### config.mk
export PLATFORM = sky130hd
export DESIGN_NAME = instruction_fetch_unit
export DESIGN_NICKNAME = d
export VERILOG_FILES = /design/src/rtl/instruction_fetch_unit_pkg.sv /design/src/rtl/instruction_fetch_unit_next_pc_calc.sv /design/src/rtl/instruction_fetch_unit.sv
export SDC_FILE = /design/constraint.sdc
export NUM_CORES = 1
export LEC_CHECK = 0
export ABC_CLOCK_PERIOD_IN_PS = 3950
export CAP_MARGIN = 40
export CORE_MARGIN = 2
export CORE_UTILIZATION = 45
export CTS_CLUSTER_DIAMETER = 200
export DETAILED_ROUTE_END_ITERATION = 7
export GPL_TIMING_DRIVEN = 0
export MAX_ROUTING_LAYER = met4
export PLACE_DENSITY = 0.79
export SETUP_SLACK_MARGIN = 0.05
export SYNTH_ARGS = -nofsm -noshare
export SYNTH_HDL_FRONTEND = slang
export SYNTH_SLANG_ARGS = --single-unit
### constraint.sdc
create_clock -name clk -period 3.95 [get_ports clk]
set_input_delay 0.79 -clock clk [delete_from_list [all_inputs] [get_ports clk]]
set_output_delay 0.79 -clock clk [all_outputs]
set_load 0.05 [all_outputs]
### src/rtl/instruction_fetch_unit_pkg.sv
// Shared definitions for the instruction fetch unit: word width, FSM state encodings
// and a wrap-around increment helper.
package instruction_fetch_unit_pkg;

   localparam int WORD_W = 16;

   typedef logic [WORD_W-1:0] word_t;

   typedef enum logic [1:0] {
      ST_IDLE  = 2'd0,
      ST_FETCH = 2'd1,
      ST_HOLD  = 2'd2,
      ST_FAULT = 2'd3
   } ifu_state_t;

   // Sequential successor of a word address; wraps 0xFFFF -> 0x0000.
   function automatic word_t word_inc(input word_t a);
      word_inc = a + word_t'(1);
   endfunction

endpackage

### src/rtl/instruction_fetch_unit_next_pc_calc.sv
// Combinational next-PC selection for an accepted instruction: jump beats branch,
// branch is relative to the sequential successor, all arithmetic mod 2^16.
module next_pc_calc
   import instruction_fetch_unit_pkg::*;
(
   input  logic [15:0] pc,
   input  logic        branch_take,
   input  logic [15:0] branch_offset,
   input  logic        jump_take,
   input  logic [15:0] jump_target,
   output logic [15:0] next_pc
);

   logic [15:0] seq_pc;

   always_comb begin
      seq_pc  = word_inc(pc);
      next_pc = seq_pc;
      if (jump_take) begin
         next_pc = jump_target;
      end else if (branch_take) begin
         next_pc = seq_pc + branch_offset;
      end
   end

endmodule

### src/rtl/instruction_fetch_unit.sv
// Instruction fetch unit: req/ack memory fetch, valid/ready hand-off to decode, timeout fault.
// Optional accepted-instruction counter enabled by defining IFU_INSTR_COUNT_EN.
module instruction_fetch_unit
   import instruction_fetch_unit_pkg::*;
#(
   parameter logic [15:0] RESET_PC    = 16'h0000,
   parameter logic [7:0]  MEM_TIMEOUT = 8'd255
) (
   input  logic        clk,
   input  logic        reset,
   output logic        mem_req,
   output logic [15:0] mem_addr,
   input  logic        mem_ack,
   input  logic [15:0] mem_rdata,
   output logic [15:0] instr,
   output logic [7:0]  imm8,
   output logic [15:0] pc,
   output logic        instr_valid,
   input  logic        instr_ready,
   input  logic        branch_take,
   input  logic [15:0] branch_offset,
   input  logic        jump_take,
   input  logic [15:0] jump_target,
   output logic        fetch_fault
`ifdef IFU_INSTR_COUNT_EN
   ,
   output logic [15:0] instr_count
`endif
);

   ifu_state_t  state;
   ifu_state_t  state_next;
   logic [15:0] fetch_pc;
   logic [15:0] next_pc;
   logic [7:0]  wait_cnt;
   logic        load;
   logic        accept;

   next_pc_calc u_next_pc (
      .pc            (pc),
      .branch_take   (branch_take),
      .branch_offset (branch_offset),
      .jump_take     (jump_take),
      .jump_target   (jump_target),
      .next_pc       (next_pc)
   );

   always_ff @(posedge clk) begin
      if (reset) begin
         state <= ST_IDLE;
      end else begin
         state <= state_next;
      end
   end

   // An ack arriving in the same cycle the counter hits the limit still wins.
   always_comb begin
      state_next  = state;
      mem_req     = 1'b0;
      instr_valid = 1'b0;
      fetch_fault = 1'b0;
      load        = 1'b0;
      accept      = 1'b0;
      case (state)
         ST_IDLE: begin
            state_next = ST_FETCH;
         end
         ST_FETCH: begin
            mem_req = 1'b1;
            if (mem_ack) begin
               load       = 1'b1;
               state_next = ST_HOLD;
            end else if (wait_cnt == MEM_TIMEOUT) begin
               state_next = ST_FAULT;
            end
         end
         ST_HOLD: begin
            instr_valid = 1'b1;
            if (instr_ready) begin
               accept     = 1'b1;
               state_next = ST_FETCH;
            end
         end
         ST_FAULT: begin
            fetch_fault = 1'b1;
         end
         default: begin
            state_next = ST_IDLE;
         end
      endcase
   end

   // The wait counter is held at zero outside FETCH, so every fetch starts from zero.
   always_ff @(posedge clk) begin
      if (reset) begin
         fetch_pc <= RESET_PC;
         instr    <= '0;
         pc       <= '0;
         wait_cnt <= '0;
      end else begin
         if (load) begin
            instr <= mem_rdata;
            pc    <= fetch_pc;
         end
         if (accept) begin
            fetch_pc <= next_pc;
         end
         if (state == ST_FETCH && !mem_ack) begin
            wait_cnt <= wait_cnt + 8'd1;
         end else begin
            wait_cnt <= '0;
         end
      end
   end

`ifdef IFU_INSTR_COUNT_EN
   always_ff @(posedge clk) begin
      if (reset) begin
         instr_count <= '0;
      end else if (accept) begin
         instr_count <= instr_count + 16'd1;
      end
   end
`endif

   assign mem_addr = fetch_pc;
   assign imm8     = instr[7:0];

endmodule

==> summary.txt <==
Routing
  – Routed Antenna Nets: 0
  – Wire length on met1: 4310 um
  – Vias after detailed routing: 3638
  – Iter 0 DRT Violations: 207
  – Met2 routed WL: 4790 um
  – Met3 routed WL: between 700 and 800 um
  – Drt via density: 5.48
  – Number of remaining DRC errors: 0
  – Routed WL: 10100 um
  – First-pass detailed-route iteration total: 4
  – Highest metal layer with signal wires: met4
  – Wire per inst: 15.2 um

Logic synthesis
  – Mapped Nets: just over 500
  – Syn Inst Count: between 400 and 500
  – Register bit total from synthesis: 58
  – Register area share after synthesis: 0.341
  – Mapped Avg Cell Area: 7.77 um2
  – Post-synth top flop: dfxtp_1
  – Syn Std Cell Area: roughly 3400 um2
  – Number of synthesized flops with an enable pin: 0
  – Ys async rst share: 0
  – Yosys cell types: 53
  – Yosys warning count: 0

Power and ir drop
  – VDD IR max: 0.000209 V
  – Total power: 0.00140 W
  – Static Leak: 1.85 nW
  – Pwr Density: 290 nW/um2

Run status
  – Status: completed

Critical path
  – Critical-path top delay cell: dfxtp_1
  – Crit Path Max Fanout: 7
  – Worst setup endpoint: mem_addr[15]$_SDFFE_PP0P_
  – Worst reg-to-reg setup slack: 0.48 ns
  – Critical Path RT: 4.19 ns
  – Worst Setup Path Type: reg -> reg
  – CP max stage delay: roughly 0.47 ns
  – R2R Path End: mem_addr[15]$_SDFFE_PP0P_
  – Reg2reg start: pc[0]$_SDFFE_PP0P_
  – CP Capture Type: flip-flop
  – Worst endpoint data arrival time: 3.71 ns
  – Buf+Inv Stages, Crit Path: 0
  – R2R depth: 13
  – Levels on crit path: 13
  – CP startpoint kind: flip-flop
  – Critical Path Start: pc[0]$_SDFFE_PP0P_
  – Crit-path leading delay family: simple AND/OR/NAND/NOR gates
  – CP cell instances: ha_1, nand3_1, nor2_1, and4_1, xor2_1, ha_1, a21oi_1, o21a_1, o221ai_1, a21oi_1, xor2_1, or3_1, a41o_1

Finish
  – Post-Layout Cell Count: approximately 660
  – Post-Route Utilization: 0.661
  – Final #Nets: 636
  – Ant diodes: 0
  – Final-layout fill cell count: roughly 660
  – Multi-input logic area: approximately 2100 um2
  – Area grow syn2layout: 41.7%
  – Fraction of layout cells with a size suffix above 1: 0.0566
  – Sequential cell area: 1160 um2

CTS
  – TritonCTS buffer count: 9
  – CTS Buffer Depth: 2
  – Clock tree from TritonCTS: done
  – CTS Sinks: 58
  – Clk_lat worst skew: between 0.3 and 0.4 ns
  – CTS resizes: 0
  – # hold bufs at CTS: 0
  – Clk slew on worst S/H paths: roughly 0.060 ns
  – H-tree depth: 3
  – CTS root buf: clkbuf_8
  – Number of setup buffers added after CTS: 0

STA
  – Final hold viol count: 0
  – Slew Viols, Final: 0
  – FMAX: 288 MHz
  – Min Tclk post-route: 3.47 ns
  – Tcrit/Tclk final: 0.879
  – # setup viols final: 0
  – RSZ-0062 raised after global routing: no
  – Slew at the pin closest to its max-slew limit: 0.568 ns
  – Setup_tns: 0 ns
  – Worst slew margin: 0.617
  – Clock Skew: 0.00551 ns
  – Hold WS: 0.454 ns

Job
  – Max cap viols: 0

Placed design
  – Detail Placement HPWL: 7940 um
  – Port bufs: 111
  – Cells after DPL: 648
  – Final GP Congestion: 0.922

Floorplan
  – Row cnt: 31
  – Initial Util: 0.467
  – Core area: 7290 um2
  – Die width: 91.0 um
  – Die Y-Extent: 91.0 um
  – Die area: 8270 um2
  – Io pins: 113

GRT
  – Initial antenna violation count: 0
  – First-pass GRT wire length: around 16000 um
  – Tot GR Track Use: 0.252
  – Vias in the first global route: 3406
  – Grt ovf: 0
  – Largest net degree at the start of global routing: 11

Worst hold path
  – HP Class: reg -> reg
[worst min path at each step]
stage,to,startpoint,cells past startpoint
CTS,wait_cnt[0]$_SDFF_PP0_,wait_cnt[0]$_SDFF_PP0_,1
detailed placement,wait_cnt[0]$_SDFF_PP0_,wait_cnt[0]$_SDFF_PP0_,1
global placement,wait_cnt[0]$_SDFF_PP0_,wait_cnt[0]$_SDFF_PP0_,1
floorplan,wait_cnt[0]$_SDFF_PP0_,wait_cnt[0]$_SDFF_PP0_,1
finish,instr[14]$_SDFFE_PP0P_,instr[14]$_SDFFE_PP0P_,2
global route,wait_cnt[0]$_SDFF_PP0_,wait_cnt[0]$_SDFF_PP0_,1
[layout make-up]
class                           count  share of cell area
Multi-Input combinational cell    347               0.431
Timing Repair Buffer              111               0.231
Clock buffer                       14              0.0358
Sequential cell                    58               0.241
Clock inverter                      2             0.00208
Tap cell                           99              0.0257
Buffer                             26              0.0283
Inverter                            7             0.00545
[per-layer routing]
layer  vias to the layer above  track usage
met5                         -            -
met1                      1676        0.310
met4                         0       0.0795
met2                       152        0.405
li1                       1782            -
met3                        28       0.0656
[worst register-to-register path, stage by stage (launching register included)]
cell	delay, ns
dfxtp_1	0.47
ha_1	0.25
nand3_1	0.25
nor2_1	0.22
and4_1	0.22
xor2_1	0.29
ha_1	0.34
a21oi_1	0.24
o21a_1	0.17
o221ai_1	0.10
a21oi_1	0.17
xor2_1	0.11
or3_1	0.31
a41o_1	0.24
[cell usage in the layout (no fill, tap or decap), types with 5 or more instances in the layout]
cell type        count
o21ai_0             16
clkdlybuf4s50_1    111
xnor2_1             13
inv_1                7
nand3_1             11
nand2_1             94
clkbuf_1            16
buf_4                8
ha_1                21
nand2b_1             5
dfxtp_1             58
nor2_1              34
a211oi_1             7
and3_1               5
nor3_1               6
xor2_1              15
clkbuf_8            12
a21oi_1             56
[report_power, final]
part,switching (W),leakage [nW],total (W),internal (W)
logic,0.000162,1.28,0.000281,0.000119
clock network,0.000228,0.0965,0.000505,0.000277
registers,0.0000121,0.470,0.000612,0.000600
total,0.000402,1.85,0.00140,0.000997
[sequential cells by signal (all words and copies together), names as in the netlist]
name / count
state: 2
wait_cnt: 8
mem_addr: 16
pc: 16
instr: 16
[Yosys cell counts (2+ instances only)]
library cell / number / area [um2]
nand3_1: 11 / 55.1
a211oi_1: 7 / 52.6
nor2_1: 34 / 128
inv_1: 7 / 26.3
o221a_2: 2 / 22.5
o211ai_1: 4 / 30.0
nor2b_1: 4 / 25.0
a2111oi_0: 2 / 17.5
nor3_1: 6 / 30.0
o31ai_1: 2 / 15.0
nor4_1: 3 / 18.8
or3_1: 4 / 25.0
ha_1: 21 / 263
nand4_1: 4 / 25.0
a31oi_1: 3 / 18.8
nand2_1: 94 / 353
xnor2_1: 13 / 114
a22o_1: 2 / 17.5
nand2b_1: 5 / 31.3
clkbuf_1: 14 / 52.6
o21ai_0: 16 / 80.1
buf_1: 2 / 7.51
a21oi_1: 56 / 280
mux2i_1: 4 / 40.0
and2_1: 3 / 18.8
o21a_1: 3 / 22.5
xor2_1: 15 / 131
buf_4: 8 / 60.1
a21o_1: 3 / 22.5
dfxtp_1: 58 / 1160
and3_1: 5 / 31.3
o221ai_1: 2 / 17.5
[logic make-up after synthesis]
kind of cell,count (synthesis),share of synthesized area
AND/OR/NAND/NOR,180,0.241
XOR/XNOR,28,0.0721
AO/OA/AOI/OAI,113,0.203
flip-flops,58,0.341
adder cells (fa/ha/maj),22,0.0831
multiplexers,4,0.0118
buffers and inverters,33,0.0478
[per-stage QoR]
stage               instance area, um2  setup WS, ns
floorplan                         3400         0.663
global placement                  4640         0.597
detailed placement                4640         0.564
CTS                               4820         0.583
global route                      4820         0.294
finish                            4820         0.480
Power figures use the tool's default switching activity.
==> variant 1: new RTL, same flow settings <==
Add a define of `IFU_INSTR_COUNT_EN`.
--- a/src/rtl/instruction_fetch_unit.sv
+++ b/src/rtl/instruction_fetch_unit.sv
@@ -2,2 +2,4 @@
 // Optional accepted-instruction counter enabled by defining IFU_INSTR_COUNT_EN.
+`define IFU_INSTR_COUNT_EN
+
 module instruction_fetch_unit
Function (old outputs only; new: instr_count): kept (Yosys induction, for registers that start in step).
==> variant 1 against the original RTL <==
- total power is 13% higher
- synthesized area is 21% higher
- combinational power is 7.8% higher
- routed wire length is 19% higher
- sequential cell count is 16 higher
- cell area is 18% higher
- hold slack worse by 0.0039 ns
- setup slack better by 0.23 ns
- critical path type unchanged
==> variant 1: results (changes against the original RTL) <==
Nets=735 (+16%); Worst Skew=0.01021 ns (+0.004703 ns); Hold Slack=0.4497 ns (-0.003851 ns); Well Taps=108 (+9.1%); clock buffers=10 (-4); Min-Delay Path Depth=1 (-1); FF+latch count, synth=74 (+28%); met2 usage=40.80% (+0.31 points); Hold Crit Start=wait_cnt[0]; routed len/inst=15.47 um (+2.1%); Area contributors post-synth=dfxtp_1 36%, nand2_1 9.3%, a21oi_1 7.6%, ha_1 6.7%, xnor2_1 4.5%; sequential share of cell area=26.00% (+1.9 points); status=complete, no violations; GRT met3 Usage=3.482% (-3.1 points); clock network contribution to total cell area=3.009% (-0.78 points); CP arrival=3.51 ns (-0.20 ns); DRT iter0 DRCs=259 (+25%); post-synthesis sequential area ratio=35.88% (+1.7 points); worst-margin pin slew=0.5687 ns (+0.0007345 ns); GPL Wtd Cong=0.9778 (+6.1%); Non-clk invs=12 (+5); Worst Path Max Fanout=8 (+1); Yosys cell types=60 (+13%); total track usage=24.86% (-0.31 points); comb_multi_in=404 (+16%); vias in the first global route=4,096 (+20%); Vias=4,203 (+16%); Non-clk bufs=157 (+15%); Clock transition at path regs=0.08 ns (+0.02 ns); placed cell area=5525 sq um (+19%); Worst Reg-to-Reg Cells=12 (-1); port bufs=126 (+14%); hpwl dp=9415 um (+19%)
[variant 1: power breakdown]
part / switching (mW) / internal [mW]
registers: 0.0132 / 0.761
logic: 0.177 / 0.126
clock network: 0.280 / 0.228
[variant 1: cells by family (layout without fill, tap and decap cells)]
kind of cell / after synthesis / count (layout) / share of synthesized area (%)
and+or+nand+nor: 208 / 208 / 23.52
AOI/OAI and AO/OA: 130 / 130 / 19.52
DFF: 74 / 74 / 35.88
buffers and inverters: 43 / 185 / 4.697
xor gates and xnor gates: 40 / 40 / 8.485
adders and majority gates: 23 / 23 / 7.151
muxes: 3 / 3 / 0.7576
[variant 1: worst max-delay path by stage]
stage / cells past startpoint / startpoint / end / slack [ns]
floorplan: 12 / pc[0] / mem_addr[15] / 0.83
global placement: 9 / branch_offset[0] / mem_addr[14] / 0.64
detailed placement: 9 / branch_offset[0] / mem_addr[14] / 0.60
CTS: 12 / pc[0] / mem_addr[15] / 0.74
global route: 12 / pc[0] / mem_addr[15] / 0.38
finish: 12 / pc[0] / mem_addr[15] / 0.71
[variant 1: metrics by stage]
stage               cells  worst slack [ns]  util (%)
detailed placement    755            0.6025     62.75
finish                771            0.7110     64.69
CTS                   771            0.7368     64.69
global route          771            0.3793     64.69
floorplan             521            0.8329         -
global placement      755            0.6421     62.75
[variant 1: routing by layer]
layer / vias to the layer above / routed length, um / share of wire, %
met5: - / 0 / 0
met4: 0 / 208 / 1.7
met3: 18 / 793 / 6.6
met2: 168 / 5735 / 48
met1: 1933 / 5190 / 44
li1: 2084 / - / -
==> variant 2: new RTL, same flow settings <==
Without the edit above. Register the input `jump_target` before use, with the module's reset. The logic sees it one clock later. The other inputs are not delayed to match.
--- a/src/rtl/instruction_fetch_unit.sv
+++ b/src/rtl/instruction_fetch_unit.sv
@@ -30,2 +30,12 @@
 
+   logic [15:0] jump_target_q;
+
+   always_ff @(posedge clk) begin
+      if (reset) begin
+         jump_target_q <= '0;
+      end else begin
+         jump_target_q <= jump_target;
+      end
+   end
+
    ifu_state_t  state;
@@ -43,3 +53,3 @@
       .jump_take     (jump_take),
-      .jump_target   (jump_target),
+      .jump_target   (jump_target_q),
       .next_pc       (next_pc)
Formal check against the unedited RTL: not equivalent (Yosys sat finds a counterexample within 4 cycles, from zero or initial values and one cycle with reset high).
==> variant 2 against the original RTL <==
- setup slack improved by 0.19 ns
- cell area increased by 10%
- sequential share of layout area increased by 3.8 points
- sequential cell count increased by 16
- total power increased by 17%
- clock power increased by 12%
- synthesized area increased by 14%
- routed wire length increased by 10%
- critical path type unchanged
==> variant 2: results (changes against the original RTL) <==
routed len/inst=15.67 um (+3.4%); status=complete, no violations; placed cell area=5132 sq um (+11%); Clock transition at path regs=0.08 ns (+0.02 ns); met2 usage=38.94% (-1.6 points); clk_lat worst skew=0.35 ns; Top Family by Delay on Critical Path=compound AO/OA/AOI/OAI gates; H-tree level count=3 (unchanged); Yosys cell types=60 (+13%); Antenna Cells=0 (unchanged); met1 usage=30.07% (-0.90 points); hpwl dp=8488 um (+7.0%); XOR/XNOR Fraction of Synth Area=6.722% (-0.49 points); Pleak=2.037 nW (+10%); CP max-delay cell=dfxtp_1; GPL Wtd Cong=0.9026 (-2.1%); Worst Skew=0.007699 ns (+0.002190 ns); Post-synth top cells=91 x nand2_1, 74 x dfxtp_1, 53 x a21oi_1; Ys Warns=0 (unchanged); Met1 Routed Length=4854 um (+13%); largest net degree at the start of global routing=13 (+2); top routing layer used=met4; Area contributors post-synth=dfxtp_1 38%, nand2_1 8.8%, a21oi_1 6.8%, ha_1 6.8%, xnor2_1 3.8%; total track usage=24.29% (-0.87 points); Nets=672 (+5.7%); hold-fix buffers at CTS=0 (unchanged); vias in the first global route=3,758 (+10%); Synth Area in Compound Gates=21.26% (+0.92 points); Hold Path Class=reg -> reg; post-synthesis mux area share=0.5146% (-0.66 points); vias per cell=5.402 (-1.4%); largest family of logic cells by synthesized area=compound AO/OA/AOI/OAI gates; # resized after CTS=0 (unchanged); metal3 WL=777 um (+2.9%); first-pass GRT wire length=17,970 um (+9.5%); syn nets=550 (+7.0%); GRT met3 Usage=5.130% (-1.4 points); share of layout cells above drive strength 1=8.153% (+2.5 points); CP arrival=3.56 ns (-0.15 ns); share of the synthesized area in the top cell type=38.08% (+4.0 points); Max-slew headroom=52.41% (-9.2 points); peak supply drop=154.6 uV (-26%); post-synthesis sequential area ratio=38.08% (+4.0 points); Adder-Cell Fraction of Synth Area=7.269% (-1.0 points); DRT iter0 DRCs=190 (-8.2%); met2 WL post-DR=5191 um (+8.3%)
variant 2: cell count changes in the layout (fill, tap and decap cells not counted), sizes merged, moves of 4 or more:
cell    change
buf         +5
xnor2       +4
dfxtp      +16
o21ai       +8
nor2b      +14
nand3       +4
nand2b      -4
a21o        +7
clkbuf      -6
variant 2: per-stage QoR:
step / hold WS [ns] / setup slack [ns] / instances / utilization [%]
finish: 0.4590 / 0.6668 / 706 / 64.07
global route: 0.4786 / 0.4642 / 706 / 64.07
CTS: 0.4608 / 0.6791 / 706 / 64.07
detailed placement: 0.4410 / 0.5756 / 690 / 61.84
global placement: 0.4319 / 0.5980 / 690 / 61.84
floorplan: 0.4176 / 0.7517 / 474 / -
variant 2: path summary, 6_finish.rpt:
path / startpoint / slack (ns) / to / depth (start not counted)
setup reg to reg: pc[0] / 0.67 / mem_addr[14] / 12
hold reg to reg: instr[9] / 0.46 / instr[9] / 2
setup / recovery: pc[0] / 0.67 / mem_addr[14] / 12
hold / removal: instr[9] / 0.46 / instr[9] / 2
variant 2: power by group:
group          total (mW)  switching [mW]  internal [mW]
clock               0.567           0.280          0.288
combinational       0.292           0.166          0.126
sequential          0.783          0.0142          0.768
total                1.64           0.460           1.18
variant 2: cell type report:
class	instances	area, sq um
plain buffers	29	161.4
clock buffers	10	127.6
clock inverters	6	57.56
fillers	721	2982
inverters	10	37.54
multi-input cells	361	2210
flip-flops and latches	74	1481
well taps	105	131.4
repair buffers	111	1111
variant 2: tightest hold or removal path, delay by kind of cell (launching register included):
family | cells | cell delay [ns]
flip-flops | 1 | 0.31
AND/OR/NAND/NOR | 1 | 0.05
AO/OA/AOI/OAI | 1 | 0.05
